===== src/rtl/if_fetch_unit_pkg.sv =====
// Shared constants and types for the instruction-fetch stage.
// Imported by the fetch queue and by the fetch unit itself.
package if_fetch_unit_pkg;

   localparam int unsigned PC_WIDTH_DEF = 32;
   localparam logic [31:0] RESET_PC_DEF = 32'h0000_0000;
   localparam int unsigned INST_WIDTH   = 32;
   localparam int unsigned PC_STEP      = 4;

   typedef struct packed {
      logic push;
      logic fill;
      logic pop;
      logic flush;
   } fq_ctrl_t;

endpackage


===== src/rtl/if_fetch_unit_fetch_queue.sv =====
// Circular buffer of {pc, inst, filled}: entries are pushed at request time,
// filled in order as responses return, and popped from the head once filled.
module if_fetch_unit_fetch_queue
   import if_fetch_unit_pkg::*;
#(
   parameter int unsigned PC_WIDTH = PC_WIDTH_DEF,
   parameter int unsigned DEPTH    = 2,
   localparam int unsigned PTR_W   = $clog2(DEPTH),
   localparam int unsigned CNT_W   = $clog2(DEPTH) + 1
) (
   input  logic                  clk,
   input  logic                  rst,
   input  fq_ctrl_t              ctrl,
   input  logic [PC_WIDTH-1:0]   push_pc,
   input  logic [INST_WIDTH-1:0] fill_inst,
   output logic                  head_filled,
   output logic [PC_WIDTH-1:0]   head_pc,
   output logic [INST_WIDTH-1:0] head_inst,
   output logic [CNT_W-1:0]      count,
   output logic                  has_unfilled
);

   logic [PTR_W-1:0]      head_q, head_d;
   logic [PTR_W-1:0]      tail_q, tail_d;
   logic [PTR_W-1:0]      fill_q, fill_d;
   logic [CNT_W-1:0]      count_q, count_d;
   logic [CNT_W-1:0]      unfill_q, unfill_d;
   logic [DEPTH-1:0]      filled_q, filled_d;
   logic [PC_WIDTH-1:0]   pc_mem [DEPTH];
   logic [INST_WIDTH-1:0] inst_mem [DEPTH];

   // NOTE: every variable gets its hold value before any branch, so no path leaves it unassigned and no latch is inferred.
   always_comb begin
      head_d   = head_q;
      tail_d   = tail_q;
      fill_d   = fill_q;
      count_d  = count_q;
      unfill_d = unfill_q;
      filled_d = filled_q;
      if (ctrl.flush) begin
         head_d   = '0;
         tail_d   = '0;
         fill_d   = '0;
         count_d  = '0;
         unfill_d = '0;
         filled_d = '0;
      end else begin
         if (ctrl.push) begin
            tail_d           = tail_q + 1'b1;
            filled_d[tail_q] = 1'b0;
         end
         if (ctrl.fill) begin
            fill_d           = fill_q + 1'b1;
            filled_d[fill_q] = 1'b1;
         end
         if (ctrl.pop) begin
            head_d = head_q + 1'b1;
         end
         count_d  = count_q + CNT_W'(ctrl.push) - CNT_W'(ctrl.pop);
         unfill_d = unfill_q + CNT_W'(ctrl.push) - CNT_W'(ctrl.fill);
      end
   end

   // NOTE: state registers use non-blocking assignments so every flop samples pre-edge values regardless of process order.
   always_ff @(posedge clk) begin
      if (rst) begin
         head_q   <= '0;
         tail_q   <= '0;
         fill_q   <= '0;
         count_q  <= '0;
         unfill_q <= '0;
         filled_q <= '0;
      end else begin
         head_q   <= head_d;
         tail_q   <= tail_d;
         fill_q   <= fill_d;
         count_q  <= count_d;
         unfill_q <= unfill_d;
         filled_q <= filled_d;
      end
   end

   // NOTE: payload storage is deliberately not reset; count/filled gate it, so stale contents are never observed.
   always_ff @(posedge clk) begin
      if (ctrl.push && !ctrl.flush) pc_mem[tail_q]   <= push_pc;
      if (ctrl.fill && !ctrl.flush) inst_mem[fill_q] <= fill_inst;
   end

   // Popped entries keep their filled bit, so an empty queue must mask the head.
   assign head_filled  = (count_q != '0) && filled_q[head_q];
   assign head_pc      = pc_mem[head_q];
   assign head_inst    = inst_mem[head_q];
   assign count        = count_q;
   assign has_unfilled = (unfill_q != '0);

   a_count_bound: assert property (@(posedge clk) disable iff (rst) count_q <= CNT_W'(DEPTH));
   a_no_push_full: assert property (@(posedge clk) disable iff (rst)
      (ctrl.push && !ctrl.flush) |-> (count_q < CNT_W'(DEPTH)));

endmodule


===== src/rtl/if_fetch_unit.sv =====
// Instruction-fetch stage: owns the PC, issues in-order fetches, tracks outstanding
// requests and stale responses after redirects, and presents {pc, inst} to IF/ID.
module if_fetch_unit
   import if_fetch_unit_pkg::*;
#(
   parameter int unsigned          PC_WIDTH = PC_WIDTH_DEF,
   parameter logic [PC_WIDTH-1:0]  RESET_PC = PC_WIDTH'(RESET_PC_DEF),
   parameter int unsigned          DEPTH    = 2
) (
   input  logic                  clk,
   input  logic                  rst,
   input  logic                  redirect_valid,
   input  logic [PC_WIDTH-1:0]   redirect_pc,
   output logic                  imem_req_valid,
   input  logic                  imem_req_ready,
   output logic [PC_WIDTH-1:0]   imem_req_addr,
   input  logic                  imem_rsp_valid,
   input  logic [INST_WIDTH-1:0] imem_rsp_data,
   output logic                  if_valid,
   input  logic                  if_ready,
   output logic [PC_WIDTH-1:0]   if_pc,
   output logic [INST_WIDTH-1:0] if_inst
);

   localparam int unsigned      CNT_W   = $clog2(DEPTH) + 1;
   localparam logic [CNT_W-1:0] DEPTH_C = CNT_W'(DEPTH);

   logic [PC_WIDTH-1:0]   pc_q, pc_d;
   logic [CNT_W-1:0]      out_q, out_d;
   logic [CNT_W-1:0]      drop_q, drop_d;
   fq_ctrl_t              fq_ctrl;
   logic                  head_filled;
   logic [PC_WIDTH-1:0]   head_pc;
   logic [INST_WIDTH-1:0] head_inst;
   logic [CNT_W-1:0]      q_count;
   logic                  has_unfilled;
   logic                  req_fire;
   logic                  rsp_drop;
   logic                  unused_addr_bits;

   assign unused_addr_bits = ^redirect_pc[1:0];

   always_comb begin
      imem_req_valid = !rst && !redirect_valid && (q_count < DEPTH_C) && (out_q < DEPTH_C);
      req_fire       = imem_req_valid && imem_req_ready;
      rsp_drop       = imem_rsp_valid && (drop_q != '0);
      if_valid       = !rst && head_filled;

      fq_ctrl.push  = req_fire;
      fq_ctrl.fill  = imem_rsp_valid && !rsp_drop && !redirect_valid;
      fq_ctrl.pop   = if_valid && if_ready;
      fq_ctrl.flush = redirect_valid;

      pc_d   = pc_q;
      out_d  = out_q + CNT_W'(req_fire) - CNT_W'(imem_rsp_valid);
      drop_d = drop_q - CNT_W'(rsp_drop);
      // Every request still in flight is stale; a response arriving now is discarded too.
      if (redirect_valid) begin
         pc_d   = {redirect_pc[PC_WIDTH-1:2], 2'b00};
         drop_d = out_q - CNT_W'(imem_rsp_valid);
      end else if (req_fire) begin
         pc_d = pc_q + PC_WIDTH'(PC_STEP);
      end
   end

   always_ff @(posedge clk) begin
      if (rst) begin
         pc_q   <= RESET_PC;
         out_q  <= '0;
         drop_q <= '0;
      end else begin
         pc_q   <= pc_d;
         out_q  <= out_d;
         drop_q <= drop_d;
      end
   end

   if_fetch_unit_fetch_queue #(
      .PC_WIDTH (PC_WIDTH),
      .DEPTH    (DEPTH)
   ) u_queue (
      .clk          (clk),
      .rst          (rst),
      .ctrl         (fq_ctrl),
      .push_pc      (pc_q),
      .fill_inst    (imem_rsp_data),
      .head_filled  (head_filled),
      .head_pc      (head_pc),
      .head_inst    (head_inst),
      .count        (q_count),
      .has_unfilled (has_unfilled)
   );

   assign imem_req_addr = pc_q;
   assign if_pc         = if_valid ? head_pc : '0;
   assign if_inst       = if_valid ? head_inst : '0;

   a_rsp_legal: assert property (@(posedge clk) disable iff (rst)
      imem_rsp_valid |-> ((drop_q != '0) || has_unfilled));
   a_out_bound: assert property (@(posedge clk) disable iff (rst) out_q <= DEPTH_C);
   a_drop_bound: assert property (@(posedge clk) disable iff (rst) drop_q <= out_q);

endmodule


===== config.mk =====
export PLATFORM = sky130hd
export DESIGN_NAME = if_fetch_unit
export DESIGN_NICKNAME = d
export VERILOG_FILES = /design/src/rtl/if_fetch_unit_pkg.sv /design/src/rtl/if_fetch_unit_fetch_queue.sv /design/src/rtl/if_fetch_unit.sv
export SDC_FILE = /design/constraint.sdc
export NUM_CORES = 1
export LEC_CHECK = 0
export ABC_CLOCK_PERIOD_IN_PS = 4600
export CORE_UTILIZATION = 50
export DETAILED_ROUTE_END_ITERATION = 10
export PLACE_DENSITY = 0.8
export SETUP_SLACK_MARGIN = 0.2
export SLEW_MARGIN = 40
export SYNTH_ARGS = -nofsm -noshare
export SYNTH_HDL_FRONTEND = slang
export SYNTH_SLANG_ARGS = --single-unit

===== constraint.sdc =====
create_clock -name clk -period 4.6 [get_ports clk]
set_input_delay 0.69 -clock clk [delete_from_list [all_inputs] [get_ports clk]]
set_output_delay 0.69 -clock clk [all_outputs]
set_load 0.02 [all_outputs]

* Yosys cells after proc, flatten, opt, wreduce, memory -nomap -nowiden
Memory sizes are Yosys's and may differ from the RTL's. A register that Yosys moved wholly into a read port is not among the register bits. Index checks and enable logic that the tools add are counted.
Storage, ports and cells: register bits 43, memory bits (writable) 128, input bits 70, memories 2
Memory list:
- u_queue.inst_mem | depth 2, width 32, rd ports 1, clocked after Yosys merged registers in 1, write ports 1, RTL line if_fetch_unit_fetch_queue.sv:30 | logic [INST_WIDTH-1:0] inst_mem [DEPTH];
- u_queue.pc_mem | depth 2, width 32, rd ports 1, clocked after Yosys merged registers in 1, write ports 1, RTL line if_fetch_unit_fetch_queue.sv:29 | logic [PC_WIDTH-1:0] pc_mem [DEPTH];
Operators by class: add/sub/neg operators 10, magnitude comparators 7, mux-type cells 22, bitwise operators 3, reduce and logical (&&, ||, !) cells 21
Operator list (number):
- $mux W32 | 4
- $add A32 B3 Y32 const B | 1
- $logic_and A1 B1 Y1 | 14
- $mux W1 | 12
- $mux W2 | 4
- $sub A2 B1 Y2 | 4
- $lt A1 B2 Y1 const B | 3
- $reduce_bool A2 Y1 | 3
- $add A2 B1 Y2 | 2
- $lt A2 B2 Y1 const B | 2
- $add A1 B1 Y1 const B | 3
- $logic_not A1 Y1 | 3
- $and A2 B2 Y2 | 1
- $demux W1 S1 | 2
- $ge A1 B1 Y1 const B | 2
- $not A2 Y2 | 1
- $or A2 B2 Y2 | 1
- $reduce_or A2 Y1 | 1

* Depth between registers and ports, before layout
Gate-level depths: netlist of the first run.
word-level depth 10, gate-level depth with buffers 11, depth with buffers taken out 10

* Modules after synthesis
Synthesis of the first run repeated with hierarchy kept, for this count alone.
Unflattened totals: cells, all modules 586, area total of the unflattened synthesis 7932.6 um2
Modules (own cells, without submodules):
- if_fetch_unit_fetch_queue | times used 1, cells an instance 251, area each 5382.7 um2, seq. area each 4043.9 um2
- if_fetch_unit | times used 1, cells an instance 335, area each 2549.9 um2, seq. area each 680.7 um2

* Worst setup path after synthesis of the first run
Ideal clock, no wire load.
path type input to register, from input port imem_req_ready, to memory u_queue.pc_mem[0][10] (netlist name) (enable), data arrival time 3.132 ns, data required time 4.183 ns, setup slack 1.051 ns, stages 6, cells stage by stage nor3b_1 > buf_2 > nand2_1 > clkbuf_1 > buf_1 > nor2_1
On the way: cells in the longest elaborated chain, start to end 4
RTL lines:
- from (decl) | RTL line if_fetch_unit.sv:15 | input logic imem_req_ready,
- $logic_and A1 B1 Y1 | RTL line if_fetch_unit.sv:45 | req_fire = imem_req_valid && imem_req_ready;
- $logic_and A1 B1 Y1 | RTL line if_fetch_unit_fetch_queue.sv:85 | if (ctrl.push && !ctrl.flush) pc_mem[tail_q] <= push_pc;
- $mux W1 | RTL line if_fetch_unit_fetch_queue.sv:85
- $mux W1 (not written as such) | RTL line if_fetch_unit_fetch_queue.sv:85
- to (decl) | RTL line if_fetch_unit_fetch_queue.sv:29
Every way passes these cells.

* Worst setup path after layout of the first run
from input port rst, to output port if_inst[5]
On the way: cells in the longest elaborated chain, start to end 3
RTL lines:
- from (decl) | RTL line if_fetch_unit.sv:11 | input logic rst,
- $logic_not A1 Y1 | RTL line if_fetch_unit.sv:47 | if_valid = !rst && head_filled;
- $logic_and A1 B1 Y1 | RTL line if_fetch_unit.sv:47
- $mux W32 | RTL line if_fetch_unit.sv:96 | assign if_inst = if_valid ? head_inst : '0;
- to (decl) | RTL line if_fetch_unit.sv:22 | output logic [INST_WIDTH-1:0] if_inst
Every way passes these cells.

==> results of run 1 <==
-- power groups by stage --
stage | combinational, µW | clock [µW] | sequential, µW
3_5_place_dp | 277 | 0 | 1760
5_1_grt | 303 | 1440 | 1730
3_3_place_gp | 267 | 0 | 1750
4_1_cts | 280 | 1380 | 1730
6_report | 279 | 1360 | 1730
2_1_floorplan | 126 | 0 | 1770
-- metal layers --
| layer | wire, µm | share of wire, % |
|---|---|---|
| met1 | 6342 | 42 |
| met2 | 7541 | 50 |
| met3 | 988 | 6.5 |
| met4 | 339 | 2.2 |
| met5 | 0 | 0 |
-- critical path, delay by kind of cell --
family,cells,cell delay (ns)
buffers and inverters,2,1.10
and+or+nand+nor,2,0.92
-- layout make-up --
| type | instances | area [µm²] |
|---|---|---|
| flip-flops and latches | 166 | 4568 |
| fillers | 982 | 4375 |
| multi-input cells | 335 | 2297 |
| repair buffers | 170 | 1704 |
| clock buffers | 23 | 467.9 |
| well taps | 180 | 225.2 |
| clock inverters | 9 | 102.6 |
| inverters | 23 | 86.33 |
-- cells in the mapped netlist, types with 2 or more instances --
library cell	number
nor4_1	4
nand4_1	10
nor2b_1	3
dfxtp_1	42
edfxtp_1	124
o21ai_0	4
buf_1	2
clkbuf_1	22
a31oi_1	7
inv_1	22
xnor2_1	17
a211oi_1	6
o21a_1	11
ha_1	7
clkbuf_8	2
o22ai_1	8
and4_1	3
nand2_1	11
nor2_1	89
nand3_1	15
xor2_1	19
nor4_2	2
nand2b_1	2
and3_1	2
nor3_1	2
mux2i_1	67
and2_1	13
buf_4	4
and3_2	2
a21oi_1	15
-- kinds of logic after synthesis --
| group | synth area share (%) |
|---|---|
| mux | 9.475 |
| flops | 64.49 |
| fa+ha+maj | 1.237 |
| other cells | 0.05298 |
| xor+xnor | 4.455 |
| buf+inv | 3.482 |
| simple gates | 11.93 |
| compound gates | 4.879 |
-- sequential cells by signal, indices dropped and copies added, names as in the netlist, named ones only --
| signal | count |
|---|---|
| drop_q | 2 |
| u_queue.tail_q | 1 |
| out_q | 2 |
| u_queue.inst_mem | 64 |
| u_queue.head_q | 1 |
| u_queue.pc_mem | 60 |
| imem_req_addr | 30 |
| u_queue.filled_q | 2 |
| u_queue.count | 2 |
| u_queue.fill_q | 1 |
-- worst max path at each step --
stage,startpoint,endpoint,slack (ns),cells after the start
2_1_floorplan,imem_req_ready,u_queue.pc_mem[0][10]$_DFFE_PP_,1.05,6
3_3_place_gp,rst,if_inst[29],0.81,4
3_5_place_dp,rst,u_queue.pc_mem[1][8]$_DFFE_PP_,1.11,8
4_1_cts,rst,if_inst[5],1.18,4
5_1_grt,rst,imem_req_valid,1.08,5
6_report,rst,if_inst[5],1.17,4
-- through the flow --
stage               utilization (%)  setup WS, ns  hold slack (ns)  power [µW]  cell area (µm²)
global placement              63.87        0.8121           0.4637        2020             8831
global route                  68.36         1.082           0.5339        3478             9452
finish                        68.36         1.168           0.4803        3362             9452
floorplan                         -         1.051           0.4535        1891             7089
detailed placement            64.18         1.109           0.4709        2034             8875
CTS                           68.31         1.179           0.4818        3384             9445
==> impl_metrics.yaml, run 1 <==
pwr:
  ir_drop_mv: 0.2690
  p_sw_uw: 724.1
  seqPwrFrac_pct: 51.3
  intPower_uw: 2638
  comb_power_share_pct: 8.3
  swShare_pct: 21.54
  clockPowerShare_pct: 40.3
  power_density_nw_per_um2: 355.7
  leakage_uw: 0.003190
floorplanning:
  start_util_pct: 51.19
  die_area_um2: 14640
  io-pin-count: 168
  core_area_um2: 13830
  std_cell_rows: 43
  die_w_um: 121.0
  die_h_um: 121.0
synth:
  synth-main-ff-cell: "edfxtp_1"
  async_flop_share_pct: 0
  synth_area_leaders: "edfxtp_1 53%, dfxtp_1 12%, mux2i_1 9.5%, nor2_1 4.7%, xor2_1 2.4%"
  yosysWarnings: 0
  yosysTopAreaCell: "edfxtp_1"
  synthDistinctLibCells: 46
  seq_area_frac_synth_pct: 64.49
  avgSynthCellArea_um2: 12.80
  yosysTopAreaCellShare_pct: 52.61
  synth-edff-count: 124
  netlist_instances: 553
  syn_area_um2: 7078
  synth-seq-cells: 166
route:
  totalWireLength_um: 15210
  wire_per_inst_um: 16.79
  drtPass1Iterations: 5
  num_vias: 4889
  postRouteAntennaNets: 0
  viasPerCell: 5.396
  drc_errors: 0
  drt_iter0_drc: 366
timing:
  rsz0062_at_grt: "no"
  max-slew-margin-rel_pct: 48.15
  tightest_slew_ns: 0.7713
  min_period_over_period_pct: 74.61
  setup_tns_ns: 0
  min_period_ns: 3.432
  hold_viol_final: 0
  setup_violations: 0
  skew_ns: 0.004297
  slew_viol_final: 0
  max_freq_mhz: 291.4
clock_tree:
  hold_buffers: 0
  post-cts-setup-buffers: 0
  cts.repair.resized: 0
  numCtsBuffers: 17
  cts_tree: "built"
  root_buffer: "clkbuf_16"
  htreeDepth: 4
  cts.clk_slew.worst_paths_ns: 0.06
  clock-sinks: 166
  clkLatencyLatePin_ns: 0.41
  clock_path_buffers: 2
grt:
  grt_pass1_vias: 4761
  gr-usage-met3_pct: 5.075
  grtUsageTotal_pct: 21.78
  met1_usage_pct: 27.40
  met2_usage_pct: 36.07
  grt_pass1_wl_um: 24100
  antenna_found_initial: 0
  grt_max_degree: 64
  grt-busiest-layer: "met2"
  grt_overflow: 0
worst_hold_path:
  whs_endpoint: "u_queue.filled_q[0]$_SDFF_PP0_"
  min_from: "u_queue.filled_q[0]$_SDFF_PP0_"
  holdPathStages: 2
  hold_path_class: "reg2reg"
critical_path:
  reg2reg_to: "u_queue.pc_mem[1][3]$_DFFE_PP_"
  setup.worst_path.class: "in2out"
  arrival_ns: 2.74
  reg2reg_slack_ns: 1.87
  start_kind: "input pin"
  r2r.worst_path.cells: 7
  reg2reg_from: "out_q[1]$_SDFF_PP0_"
  cp_max_fo: 63
  critPathCaptureType: "output port"
  slowest_delay_ns: 0.68
  slowest_stage: "or3_4"
  crit_required_ns: 3.91
  cp_cell_sequence: "clkdlybuf4s50_1, or3_4, nor2_1, clkdlybuf4s50_1"
  critical_path.most_common_cell: "clkdlybuf4s50_1"
finish:
  drive_above_1_share_pct: 7.163
  final_nets: 790
  final_cell_mix: "161 x clkdlybuf4s50_1, 124 x edfxtp_1, 88 x nor2_1, 67 x mux2i_1, 41 x dfxtp_1"
  diodes: 0
  syn_to_final_growth_pct: 33.53
  stdcell_count: 906
  layout_commonest_cell: "clkdlybuf4s50_1"
placed_design:
  io_buffer_count: 161
  place_inst: 874
  gp_congestion: 0.8631
  dp_hpwl_um: 10260
flow_run:
  drv_cap: 0
run_status:
  status: "finished, final reports clean"
Power figures use the tool's default switching activity.
==> run 2, diff against run 1 <==
--- a/config.mk
+++ b/config.mk
@@ -5,7 +5,7 @@
 export SDC_FILE = /design/constraint.sdc
 export NUM_CORES = 1
 export LEC_CHECK = 0
-export ABC_CLOCK_PERIOD_IN_PS = 4600
+export ABC_CLOCK_PERIOD_IN_PS = 3430
 export CORE_UTILIZATION = 50
 export DETAILED_ROUTE_END_ITERATION = 10
 export PLACE_DENSITY = 0.8
==> constraint.sdc (replaced) <==
create_clock -name clk -period 3.43 [get_ports clk]
set_input_delay 0.5145 -clock clk [delete_from_list [all_inputs] [get_ports clk]]
set_output_delay 0.5145 -clock clk [all_outputs]
set_load 0.02 [all_outputs]
==> run 2 against run 1 <==
  * Register-to-register slack got worse by 0.92 ns
  * Setup slack got worse by 0.90 ns
  * Clock power rose by 42%
  * Clock skew rose by 0.0030 ns
  * Critical path type unchanged
==> impl_metrics.yaml, run 2 (synthesis results as in run 1) <==
pwr:
  ir_drop_mv: 0.4033
  leakage_uw: 0.003227
  power_uw: 4615
  power_density_nw_per_um2: 484.9
grt:
  grt_overflow: 0
  antenna_found_initial: 0
  grt_pass1_vias: 4776
  grtUsageTotal_pct: 21.43
  grt_pass1_wl_um: 23630
  grt_max_degree: 45
floorplanning:
  start_util_pct: 51.19
  die_h_um: 121.0
  die_area_um2: 14640
  core_area_um2: 13830
  die_w_um: 121.0
  std_cell_rows: 43
  io-pin-count: 168
clock_tree:
  clock-sinks: 166
  clkLatencyLatePin_ns: 0.42
  cts.repair.resized: 0
  clock_path_buffers: 2
  htreeDepth: 4
  numCtsBuffers: 17
  hold_buffers: 0
  cts.clk_slew.worst_paths_ns: 0.06
  post-cts-setup-buffers: 0
  root_buffer: "clkbuf_16"
  cts_tree: "built"
timing:
  slew_viol_final: 0
  skew_ns: 0.007248
  setup_tns_ns: 0
  min_period_ns: 3.163
  tightest_slew_ns: 0.7950
  rsz0062_at_grt: "no"
  hold_viol_final: 0
  min_period_over_period_pct: 92.23
  whs_ns: 0.4843
  setup_violations: 0
  max-slew-margin-rel_pct: 46.56
  max_freq_mhz: 316.1
critical_path:
  critPathCaptureType: "output port"
  crit_family: "buffers and inverters"
  cp_cell_sequence: "clkdlybuf4s50_1, or3_2, buf_4, nor2_1, clkdlybuf4s50_1"
  start_kind: "input pin"
  setup.worst_path.class: "in2out"
  slowest_delay_ns: 0.63
  critical_path.most_common_cell: "clkdlybuf4s50_1"
  cp_max_fo: 44
  arrival_ns: 2.65
  crit_required_ns: 2.92
  worst-path-buf-inv: 3
  slowest_stage: "clkdlybuf4s50_1"
finish:
  drive_above_1_share_pct: 8.197
  final_nets: 796
  top_register: "u_queue.inst_mem"
  largest_register_ffs: 64
  fillers: 942
  syn_to_final_growth_pct: 34.47
  diodes: 0
  final_cell_mix: "161 x clkdlybuf4s50_1, 124 x edfxtp_1, 88 x nor2_1, 67 x mux2i_1, 41 x dfxtp_1"
  fin_area_um2: 9518
  stdcell_count: 912
  layout_commonest_cell: "clkdlybuf4s50_1"
placed_design:
  gp_congestion: 0.8506
  dp_hpwl_um: 10390
  io_buffer_count: 161
  postPlaceCellArea_um2: 8904
  place_inst: 880
route:
  totalWireLength_um: 15150
  drt_iter0_drc: 287
  num_vias: 4874
  drtPass1Iterations: 5
  drc_errors: 0
  postRouteAntennaNets: 0
  viasPerCell: 5.344
  wire_per_inst_um: 16.62
flow_run:
  drv_cap: 0
run_status:
  status: "finished, final reports clean"
worst_hold_path:
  hold_path_class: "reg2reg"
run 2: final timing paths:
kind                            depth (start not counted)                             end                           start  slack, ns
worst max-delay path                                    5                       if_pc[18]                             rst       0.27
worst min-delay path                                    2  u_queue.filled_q[0]$_SDFF_PP0_  u_queue.filled_q[0]$_SDFF_PP0_       0.48
worst max register to register                         11     u_queue.count[1]$_SDFF_PP0_     u_queue.head_q$_SDFFE_PP0P_       0.95
worst min register to register                          2  u_queue.filled_q[0]$_SDFF_PP0_  u_queue.filled_q[0]$_SDFF_PP0_       0.48
run 2: worst reg2reg max path, cell delays in order, from the launching register on:
cell and delay (ns):
dfxtp_1 0.37, mux2i_1 0.10, or3_2 0.47, buf_4 0.22, inv_1 0.11, and2_1 0.22, ha_1 0.26, inv_1 0.06
ha_1 0.16, xor2_1 0.20, xnor2_1 0.15, nor2_1 0.05
run 2: through the flow:
| step | utilization (%) | setup slack, ns |
|---|---|---|
| after floorplan | - | 0.5508 |
| after global placement | 64.39 | 0.2877 |
| after detailed placement | 64.39 | 0.2663 |
| after CTS | 68.79 | 0.2678 |
| after global routing | 68.84 | 0.2112 |
| final | 68.84 | 0.2666 |
run 2: metal layers:
| metal | GRT usage [%] | vias to the layer above | wire, µm |
|---|---|---|---|
| met2 | 35.11 | 186 | 7587 |
| li1 | - | 2318 | - |
| met3 | 5.968 | 21 | 927 |
| met1 | 26.63 | 2349 | 6367 |
| met5 | 0 | - | 0 |
| met4 | 9.028 | 0 | 271 |
run 2: layout make-up:
cell class,instances,area (µm²),share of cell area (%)
Multi-Input combinational cell,335,2293,24.10
Clock buffer,20,456.7,4.798
Timing Repair Buffer,176,1737,18.25
Clock inverter,12,151.4,1.591
Tap cell,180,225.2,2.366
Inverter,23,86.33,0.9071
Sequential cell,166,4568,48.00
run 2: power breakdown:
group	switching, µW	leakage (µW)	internal, µW	total [µW]
clock network	743	0.000288	1180	1930
logic	181	0.00146	192	373
registers	72.8	0.00148	2240	2320
==> run 3, diff against run 2 <==
--- a/config.mk
+++ b/config.mk
@@ -5,7 +5,8 @@
 export SDC_FILE = /design/constraint.sdc
 export NUM_CORES = 1
 export LEC_CHECK = 0
-export ABC_CLOCK_PERIOD_IN_PS = 3430
+export ABC_CLOCK_PERIOD_IN_PS = 3400
+export CORE_ASPECT_RATIO = 0.9
 export CORE_UTILIZATION = 50
 export DETAILED_ROUTE_END_ITERATION = 10
 export PLACE_DENSITY = 0.8
==> constraint.sdc (replaced) <==
create_clock -name clk -period 3.4 [get_ports clk]
set_input_delay 0.51 -clock clk [delete_from_list [all_inputs] [get_ports clk]]
set_output_delay 0.51 -clock clk [all_outputs]
set_load 0.005 [all_outputs]
==> run 3 against run 2 <==
  * Setup slack better by 0.17 ns
  * Non-clock buffer count down 2
  * Critical path type unchanged
  * Critical path depth unchanged
  * Sequential share of layout area up 0.30 points
  * Clock skew up 0.0017 ns
  * Worst hold slack better by 0.0033 ns
  * Largest power group unchanged
  * Highest routed layer unchanged
  * Total power down 2.5%
  * Design area down 0.63%
  * Clock power down 6%
  * Register-to-register slack better by 0.06 ns
==> impl_metrics.yaml, run 3 (synthesis results as in run 1) <==
timing:
  rsz0062_at_grt: "no"
  tightest_slew_ns: 0.6963
  slew_viol_final: 0
  skew_ns: 0.008957
  setup_tns_ns: 0
  min_period_over_period_pct: 87.12
  hold_viol_final: 0
  min_period_ns: 2.962
  setup_violations: 0
  max-slew-margin-rel_pct: 53.19
  max_freq_mhz: 337.6
  fin_ws_ns: 0.4378
finish:
  layout_commonest_cell: "clkdlybuf4s50_1"
  largest_register_ffs: 64
  final_nets: 794
  syn_to_final_growth_pct: 33.62
  top_register: "u_queue.inst_mem"
  diodes: 0
  final_cell_mix: "161 x clkdlybuf4s50_1, 124 x edfxtp_1, 88 x nor2_1, 67 x mux2i_1, 41 x dfxtp_1"
  drive_above_1_share_pct: 7.808
pwr:
  comb_power_share_pct: 7.7
  swShare_pct: 21.64
  power_density_nw_per_um2: 475.9
  leakage_uw: 0.003195
  seqPwrFrac_pct: 51.8
  p_sw_uw: 974.2
  intPower_uw: 3527
  clockPowerShare_pct: 40.5
  ir_drop_mv: 0.3651
critical_path:
  startpoint: "rst"
  arrival_ns: 2.45
  slowest_stage: "clkdlybuf4s50_1"
  reg2reg_to: "u_queue.count[1]$_SDFF_PP0_"
  reg2reg_slack_ns: 1.01
  reg2reg_from: "u_queue.head_q$_SDFFE_PP0P_"
  cp-endpoint: "if_inst[30]"
  slowest_delay_ns: 0.55
  start_kind: "input pin"
  critical_path.most_common_cell: "clkdlybuf4s50_1"
  setup.worst_path.class: "in2out"
  critPathCaptureType: "output port"
  crit_required_ns: 2.89
  r2r.worst_path.cells: 11
  cp_max_fo: 31
  cp_cell_sequence: "clkdlybuf4s50_1, or3_2, buf_4, nor2_1, clkdlybuf4s50_1"
clock_tree:
  root_buffer: "clkbuf_16"
  cts.repair.resized: 0
  numCtsBuffers: 17
  cts.clk_slew.worst_paths_ns: 0.06
  hold_buffers: 0
  clock_path_buffers: 2
  cts_tree: "built"
  post-cts-setup-buffers: 0
  htreeDepth: 4
  clock-sinks: 166
  clkLatencyLatePin_ns: 0.42
route:
  postRouteAntennaNets: 0
  drc_errors: 0
  wire_per_inst_um: 17.10
  drt_iter0_drc: 350
  num_vias: 4835
  viasPerCell: 5.261
  drtPass1Iterations: 5
  totalWireLength_um: 15720
grt:
  grt_overflow: 0
  grt_max_degree: 45
  grt_pass1_vias: 4840
  grtUsageTotal_pct: 22.67
  antenna_found_initial: 0
  grt_pass1_wl_um: 24670
floorplanning:
  std_cell_rows: 40
  start_util_pct: 52.19
  die_area_um2: 14640
  die_h_um: 114.9
  io-pin-count: 168
  die_w_um: 127.4
  core_area_um2: 13560
placed_design:
  gp_congestion: 0.7678
  dp_hpwl_um: 10740
  dp_slack_ns: 0.4198
  io_buffer_count: 161
flow_run:
  drv_cap: 0
worst_hold_path:
  hold_path_class: "reg2reg"
run_status:
  status: "finished, final reports clean"
-- run 3: metrics by stage --
| stage | instance area [µm²] | power [µW] | utilization, % | cells | hold slack, ns |
|---|---|---|---|---|---|
| 4_1_cts | 9452 | 4540 | 69.69 | 919 | 0.4922 |
| 6_report | 9458 | 4501 | 69.73 | 919 | 0.4876 |
| 5_1_grt | 9458 | 4666 | 69.73 | 919 | 0.5163 |
| 3_3_place_gp | 8887 | 2701 | 65.53 | 887 | 0.4641 |
| 3_5_place_dp | 8887 | 2720 | 65.53 | 887 | 0.4805 |
| 2_1_floorplan | 7092 | 2526 | - | 556 | 0.4535 |
-- run 3: cell type report --
cell class	count	area, µm²
Clock buffer	18	429.2
Clock inverter	14	135.1
Fill cell	938	4105
Inverter	23	86.33
Multi-Input combinational cell	335	2293
Sequential cell	166	4568
Tap cell	189	236.5
Timing Repair Buffer	174	1709
-- run 3: metal layers --
layer	routed length (µm)	vias up	global-route usage (%)
li1	-	2317	-
met2	8189	155	39.53
met5	0	-	0
met1	6402	2344	27.18
met4	267	0	9.444
met3	857	19	5.305
-- run 3: how the worst min path moves through the flow --
stage | end | start | cells after the start | slack, ns
2_1_floorplan | u_queue.filled_q[0]$_SDFF_PP0_ | u_queue.filled_q[0]$_SDFF_PP0_ | 2 | 0.45
3_3_place_gp | u_queue.fill_q$_SDFFE_PP0P_ | u_queue.fill_q$_SDFFE_PP0P_ | 2 | 0.46
3_5_place_dp | u_queue.fill_q$_SDFFE_PP0P_ | u_queue.fill_q$_SDFFE_PP0P_ | 2 | 0.48
4_1_cts | u_queue.fill_q$_SDFFE_PP0P_ | u_queue.fill_q$_SDFFE_PP0P_ | 2 | 0.49
5_1_grt | u_queue.fill_q$_SDFFE_PP0P_ | u_queue.fill_q$_SDFFE_PP0P_ | 2 | 0.52
6_report | u_queue.fill_q$_SDFFE_PP0P_ | u_queue.fill_q$_SDFFE_PP0P_ | 2 | 0.49
-- run 3: power groups by stage --
stage,Combinational [µW],Sequential [µW],Clock (µW)
floorplan,166,2360,0
global placement,332,2370,0
detailed placement,345,2380,0
CTS,349,2330,1860
global route,379,2340,1940
finish,346,2330,1820
-- run 3: critical path: cells and delay by family --
kind	cells	cell delay [ns]
buf+inv	3	1.25
simple gates	2	0.68
